$ cat src/rtl/mux_sweep_pkg.sv
// Shared types and constants for the mux4 self-test sequencer.
//   state_t    : sequencer states
//   VEC_W      : width of the sweep vector {s1,s0,i3,i2,i1,i0}
//   NUM_VEC    : number of vectors in one sweep
//   LAST_VEC   : final vector; reaching it ends the sweep
//   golden()   : expected mux4 output for a given vector
package mux_sweep_pkg;

  typedef enum logic [1:0] {
    ST_IDLE   = 2'd0,
    ST_SETTLE = 2'd1,
    ST_SAMPLE = 2'd2,
    ST_DONE   = 2'd3
  } state_t;

  localparam int unsigned     VEC_W    = 6;
  localparam int unsigned     NUM_VEC  = 64;
  localparam logic [VEC_W-1:0] LAST_VEC = VEC_W'(NUM_VEC - 1);

  // Data bits in v[3:0], select in v[5:4].
  function automatic logic golden(input logic [VEC_W-1:0] v);
    logic [3:0] d;
    d = v[3:0];
    return d[v[5:4]];
  endfunction

endpackage

$ cat src/rtl/mux_sweep_err_cnt.sv
// Saturating mismatch counter.
//   clk, rst_n : clock, async active-low reset
//   clr        : synchronous clear (wins over inc)
//   inc        : count one mismatch; held at all-ones once reached
//   cnt        : current count
module mux_sweep_err_cnt
  import mux_sweep_pkg::*;
#(
  parameter int unsigned CNT_W = 8
) (
  input  logic             clk,
  input  logic             rst_n,
  input  logic             clr,
  input  logic             inc,
  output logic [CNT_W-1:0] cnt
);

  always_ff @(posedge clk or negedge rst_n) begin
    if (!rst_n) begin
      cnt <= '0;
    end else if (clr) begin
      cnt <= '0;
    end else if (inc && (cnt != '1)) begin
      cnt <= cnt + 1'b1;
    end
  end

endmodule

$ cat src/rtl/mux_sweep_ctrl.sv
// Self-test sequencer for the reference/generated mux4 pair. Sweeps all 64
// {s1,s0,i3..i0} vectors, lets each settle, then compares both mux outputs
// with the golden value and keeps a saturating mismatch count per mux.
//   start/busy/done     : sweep handshake (start honoured in IDLE or DONE)
//   mux_i, mux_s0/s1    : registered stimulus to both muxes
//   gf_out, bfg_out     : mux outputs, only looked at in SAMPLE
//   gf_err, bfg_err     : saturating mismatch counts, held until next start
// Optional (MUX_SWEEP_FIRST_FAIL_EN): first_fail_vec/first_fail_vld record
// the first vector on which either mux mismatched.
//
// state      | meaning
// ST_IDLE    | waiting for start after reset
// ST_SETTLE  | holding current vector while the muxes settle
// ST_SAMPLE  | one cycle: compare outputs, advance or finish
// ST_DONE    | sweep finished, results held, start re-arms
module mux_sweep_ctrl
  import mux_sweep_pkg::*;
#(
  parameter int unsigned SETTLE_CYCLES = 2,
  parameter int unsigned CNT_W         = 8
) (
  input  logic             clk,
  input  logic             rst_n,
  input  logic             start,
  output logic             busy,
  output logic             done,
  output logic [3:0]       mux_i,
  output logic             mux_s0,
  output logic             mux_s1,
  input  logic             gf_out,
  input  logic             bfg_out,
  output logic [CNT_W-1:0] gf_err,
  output logic [CNT_W-1:0] bfg_err
`ifdef MUX_SWEEP_FIRST_FAIL_EN
  ,
  output logic [VEC_W-1:0] first_fail_vec,
  output logic             first_fail_vld
`endif
);

  // The first vector settles one extra cycle, which puts done at
  // 64*(SETTLE_CYCLES+1)+1 edges after the accepting edge.
  localparam logic [7:0] SETTLE_LOAD_FIRST = 8'(SETTLE_CYCLES);
  localparam logic [7:0] SETTLE_LOAD       = 8'(SETTLE_CYCLES - 1);

  state_t           state, state_nxt;
  logic [VEC_W-1:0] vec;
  logic [7:0]       settle_cnt;
  logic             accept;
  logic             sample_en;
  logic             exp_val;
  logic             gf_miss, bfg_miss;

  always_ff @(posedge clk or negedge rst_n) begin
    if (!rst_n) state <= ST_IDLE;
    else        state <= state_nxt;
  end

  always_comb begin
    state_nxt = state;
    accept    = 1'b0;
    case (state)
      ST_IDLE, ST_DONE: begin
        if (start) begin
          accept    = 1'b1;
          state_nxt = ST_SETTLE;
        end
      end
      ST_SETTLE: if (settle_cnt == '0) state_nxt = ST_SAMPLE;
      ST_SAMPLE: state_nxt = (vec == LAST_VEC) ? ST_DONE : ST_SETTLE;
      default:   state_nxt = ST_IDLE;
    endcase
  end

  assign sample_en = (state == ST_SAMPLE);
  assign exp_val   = golden(vec);
  assign gf_miss   = sample_en && (gf_out  != exp_val);
  assign bfg_miss  = sample_en && (bfg_out != exp_val);

  always_ff @(posedge clk or negedge rst_n) begin
    if (!rst_n) begin
      vec        <= '0;
      settle_cnt <= '0;
      busy       <= 1'b0;
      done       <= 1'b0;
    end else if (accept) begin
      vec        <= '0;
      settle_cnt <= SETTLE_LOAD_FIRST;
      busy       <= 1'b1;
      done       <= 1'b0;
    end else if (state == ST_SETTLE) begin
      if (settle_cnt != '0) settle_cnt <= settle_cnt - 1'b1;
    end else if (sample_en) begin
      if (vec == LAST_VEC) begin
        busy <= 1'b0;
        done <= 1'b1;
      end else begin
        vec        <= vec + 1'b1;
        settle_cnt <= SETTLE_LOAD;
      end
    end
  end

  assign mux_i  = vec[3:0];
  assign mux_s0 = vec[4];
  assign mux_s1 = vec[5];

  mux_sweep_err_cnt #(.CNT_W(CNT_W)) u_gf_cnt (
    .clk   (clk),
    .rst_n (rst_n),
    .clr   (accept),
    .inc   (gf_miss),
    .cnt   (gf_err)
  );

  mux_sweep_err_cnt #(.CNT_W(CNT_W)) u_bfg_cnt (
    .clk   (clk),
    .rst_n (rst_n),
    .clr   (accept),
    .inc   (bfg_miss),
    .cnt   (bfg_err)
  );

`ifdef MUX_SWEEP_FIRST_FAIL_EN
  always_ff @(posedge clk or negedge rst_n) begin
    if (!rst_n) begin
      first_fail_vec <= '0;
      first_fail_vld <= 1'b0;
    end else if (accept) begin
      first_fail_vec <= '0;
      first_fail_vld <= 1'b0;
    end else if ((gf_miss || bfg_miss) && !first_fail_vld) begin
      first_fail_vec <= vec;
      first_fail_vld <= 1'b1;
    end
  end
`endif

endmodule

$ cat config.mk
export PLATFORM = sky130hd
export DESIGN_NAME = mux_sweep_ctrl
export DESIGN_NICKNAME = d
export VERILOG_FILES = /design/src/rtl/mux_sweep_pkg.sv /design/src/rtl/mux_sweep_err_cnt.sv /design/src/rtl/mux_sweep_ctrl.sv
export SDC_FILE = /design/constraint.sdc
export NUM_CORES = 1
export LEC_CHECK = 0
export CAP_MARGIN = 20
export CORE_MARGIN = 2
export CORE_UTILIZATION = 25
export DETAILED_ROUTE_END_ITERATION = 8
export GPL_TIMING_DRIVEN = 0
export HOLD_SLACK_MARGIN = 0.05
export RECOVER_POWER = 25
export SLEW_MARGIN = 20
export SYNTH_ARGS = -nofsm -noshare
export SYNTH_HDL_FRONTEND = slang
export SYNTH_SLANG_ARGS = --single-unit
export TNS_END_PERCENT = 20
$ cat constraint.sdc
create_clock -name clk -period 5.5 [get_ports clk]
set_input_delay 1.1 -clock clk [delete_from_list [all_inputs] [get_ports clk]]
set_output_delay 1.1 -clock clk [all_outputs]
set_load 0.05 [all_outputs]
==> results_dict.tcl <==
set metrics [dict create \
    outcome "complete, no violations" \
    cp-start-kind "primary input" \
    synth_area_um2 1950 \
    antenna-diode-count 0 \
    n_fill_cell 799 \
    syn_nets 222 \
    crit_required_ns 5.67 \
    post-place-ws_ns 2.26 \
    global_route.overflow_total 0 \
    worst-slew-pin-transition_ns 1.12 \
    detail_route.drc_violations 0 \
    max_slew_margin_pct 25.2 \
    clkSinkCount 34 \
    die_h_um 92.4 \
    synth.top_cells.by_count "sky130_fd_sc_hd__dfrtp_1 (34), sky130_fd_sc_hd__nor2_1 (22), sky130_fd_sc_hd__o21ai_0 (18), sky130_fd_sc_hd__nand2_1 (15), sky130_fd_sc_hd__a21oi_1 (11)" \
    drt_pass1_iterations 5 \
    mean_area_per_synthesized_cell_um2 9.31 \
    synth-warning-count 0 \
    crit_type "primary input to flip-flop" \
    ctsHtreeMaxLevel 2 \
    synthDominantAreaCellType "sky130_fd_sc_hd__dfrtp_1" \
    totalWireLength_mm 4.32 \
    hpwlAfterDp_mm 3.17 \
    wire_per_inst_um 12.4 \
    cts_tree "built" \
    cts.hold.buffers_added 0 \
    floorplan.io_pins 29 \
    ys_dominant_reg_cell "sky130_fd_sc_hd__dfrtp_1" \
    postSynth.asyncResetShare_pct 100 \
    post_route_setup_tns_ns 0 \
    fin_worst_skew_ns 0.00677 \
    fp.dieArea_um2 8540 \
    yosysMostFrequentCell "sky130_fd_sc_hd__dfrtp_1" \
    drtAntennaViolNets 0 \
    setup_viol 0 \
    fin_total_pwr_mw 0.662 \
    placementRows 32 \
    core-area_um2 7650 \
    floorplan.initialDensity_pct 25.6 \
    placedInstanceArea_um2 2380 \
    yosys.cell_types.count 46 \
    leading_post_synthesis_cells_by_cell_area "sky130_fd_sc_hd__dfrtp_1 (44%), sky130_fd_sc_hd__o21ai_0 (4.6%), sky130_fd_sc_hd__ha_1 (4.5%), sky130_fd_sc_hd__nor2_1 (4.2%), sky130_fd_sc_hd__xnor2_1 (3.1%)" \
    cts_buffers 5 \
    clk_pin_slew_ns 0.07 \
    power.ir.vdd_worst_mv 0.0723 \
    fin_cells 349 \
    arrival_ns 3.07 \
    finalHoldViolations 0 \
    finalCritPeriodShare_pct 52.8 \
    max_cap_violations 0 \
    maximum_number_of_pins_on_one_net_before_global_route_repair 21 \
    grt_antenna_before_repair 0 \
    postCtsResizedCells 0 \
    highest_net_fanout_along_the_worst_path 9 \
    layout_min_cycle_time_ns 2.90 \
    p_leak_nw 0.986 \
    setup.reg_to_reg.worst_slack_ns 3.12 \
    number_of_standard_cells_after_synthesis 210 \
    ys_seq_area_share_pct 43.5 \
    cts_setup_buffers 0 \
    cts.path.max_buffers 2 \
    drive_gt1_share_pct 8.50 \
    post_drt_via_cell_ratio 4.74 \
    drt_iter0_drc 86 \
    synth_edf_count 0 \
    finalMaxSlewViolations 0 \
    ys_ff_latch 34 \
    final.setup.worst_slack_ns 2.60 \
    grt_setup_unrepaired "no" \
    finalNetCount 258 \
    grt_pass1_wl_mm 7.39 \
    endpoint_kind_of_the_worst_setup_timing_path "flip-flop" \
    via_count_of_the_first_global_routing_pass 1531 \
    max_freq_mhz 345 \
    die_width_um 92.4 \
    vias 1653 \
    portBuffers 28 \
    portion_of_synthesized_cell_area_occupied_by_the_leading_cell_type_pct 43.5 \
    powerDensity_nw_per_um2 268 \
    syn_to_final_growth_pct 26.4 \
    cts_root_buf "sky130_fd_sc_hd__clkbuf_8" \
    final_area_um2 2470 \
    globalplace.congestion 0.773 \
    numPlacedInstances 341 \
    min-delay-path-class "flip-flop to flip-flop" \
    clk_latency_ns 0.29 \
    grtUsageTotal_pct 11.0 \
]
==> power by group <==
part / switching, mW / total (mW) / internal (mW)
registers: 0.0266 / 0.295 / 0.268
clock network: 0.0920 / 0.218 / 0.126
logic: 0.0979 / 0.149 / 0.0514
==> routing by layer <==
| layer | vias to the layer above | track usage [%] | wire, um |
|---|---|---|---|
| met5 | - | 0 | 0 |
| met4 | 0 | 4.60 | 74 |
| met3 | 7 | 3.01 | 164 |
| met2 | 27 | 17.3 | 2010 |
| met1 | 788 | 14.3 | 2070 |
| li1 | 831 | - | - |
==> worst paths after layout <==
kind,start,to,cells past startpoint
min in group asynchronous,rst_n,u_gf_cnt.cnt[7],1
setup reg to reg,state[0],settle_cnt[2],8
max in group asynchronous,rst_n,vec[2],2
setup / recovery,start,settle_cnt[2],7
hold / removal,settle_cnt[7],settle_cnt[7],1
hold reg to reg,settle_cnt[7],settle_cnt[7],1
==> critical path: stages <==
cell                              delay, ns
sky130_fd_sc_hd__clkdlybuf4s50_1       0.57
sky130_fd_sc_hd__and2_1                0.15
sky130_fd_sc_hd__buf_1                 0.29
sky130_fd_sc_hd__nor2_1                0.08
sky130_fd_sc_hd__a2bb2oi_1             0.54
sky130_fd_sc_hd__o21ai_0               0.18
sky130_fd_sc_hd__o2bb2ai_1             0.16
==> state kept, by name, summed over array words and instances (netlist names) <==
signal and count:
busy 1, done 1, settle_cnt 8, state 2, u_bfg_cnt.cnt 8, u_gf_cnt.cnt 8
vec 6
==> metrics by stage <==
step / util (%) / hold slack (ns)
after floorplan: - / 0.458
after global placement: 30.9 / 0.493
after detailed placement: 31.2 / 0.505
after CTS: 32.6 / 0.516
after global routing: 32.3 / 0.540
final: 32.3 / 0.516
==> final cells by class <==
class / instances / area (um2) / share of cell area [%]
plain buffers: 7 / 40.0 / 1.62
clock buffers: 8 / 110 / 4.46
inverters: 10 / 37.5 / 1.52
multi-input cells: 159 / 1030 / 41.5
flip-flops and latches: 34 / 851 / 34.4
well taps: 102 / 128 / 5.17
repair buffers: 29 / 278 / 11.2
==> cell families (layout without fill, tap and decap cells) <==
family | count (synthesis) | count (layout) | share of synthesized area (%)
simple gates | 88 | 88 | 23.3
compound gates | 45 | 45 | 14.5
flops | 34 | 34 | 43.5
buf+inv | 17 | 54 | 3.97
xor+xnor | 12 | 12 | 5.76
fa+ha+maj | 7 | 7 | 4.48
mux | 7 | 7 | 4.42
==> layout by cell type, fill, tap and decap left out, types with 2 or more instances in the layout <==
cell type,count
sky130_fd_sc_hd__or2_2,3
sky130_fd_sc_hd__inv_1,10
sky130_fd_sc_hd__or3_1,7
sky130_fd_sc_hd__nand3_1,10
sky130_fd_sc_hd__a31oi_1,4
sky130_fd_sc_hd__ha_1,7
sky130_fd_sc_hd__nand2_1,15
sky130_fd_sc_hd__nand3b_1,2
sky130_fd_sc_hd__nor4_1,5
sky130_fd_sc_hd__nand2b_1,2
sky130_fd_sc_hd__nor2b_1,2
sky130_fd_sc_hd__nand4_1,5
sky130_fd_sc_hd__buf_2,2
sky130_fd_sc_hd__clkdlybuf4s50_1,27
sky130_fd_sc_hd__mux2i_1,6
sky130_fd_sc_hd__clkbuf_1,4
sky130_fd_sc_hd__nor2_1,22
sky130_fd_sc_hd__dfrtp_1,34
sky130_fd_sc_hd__xor2_1,4
sky130_fd_sc_hd__nor3_1,8
sky130_fd_sc_hd__xnor2_1,7
sky130_fd_sc_hd__clkbuf_8,8
sky130_fd_sc_hd__o21ai_0,18
sky130_fd_sc_hd__a21oi_1,11
(Power assumes the default switching activity.)
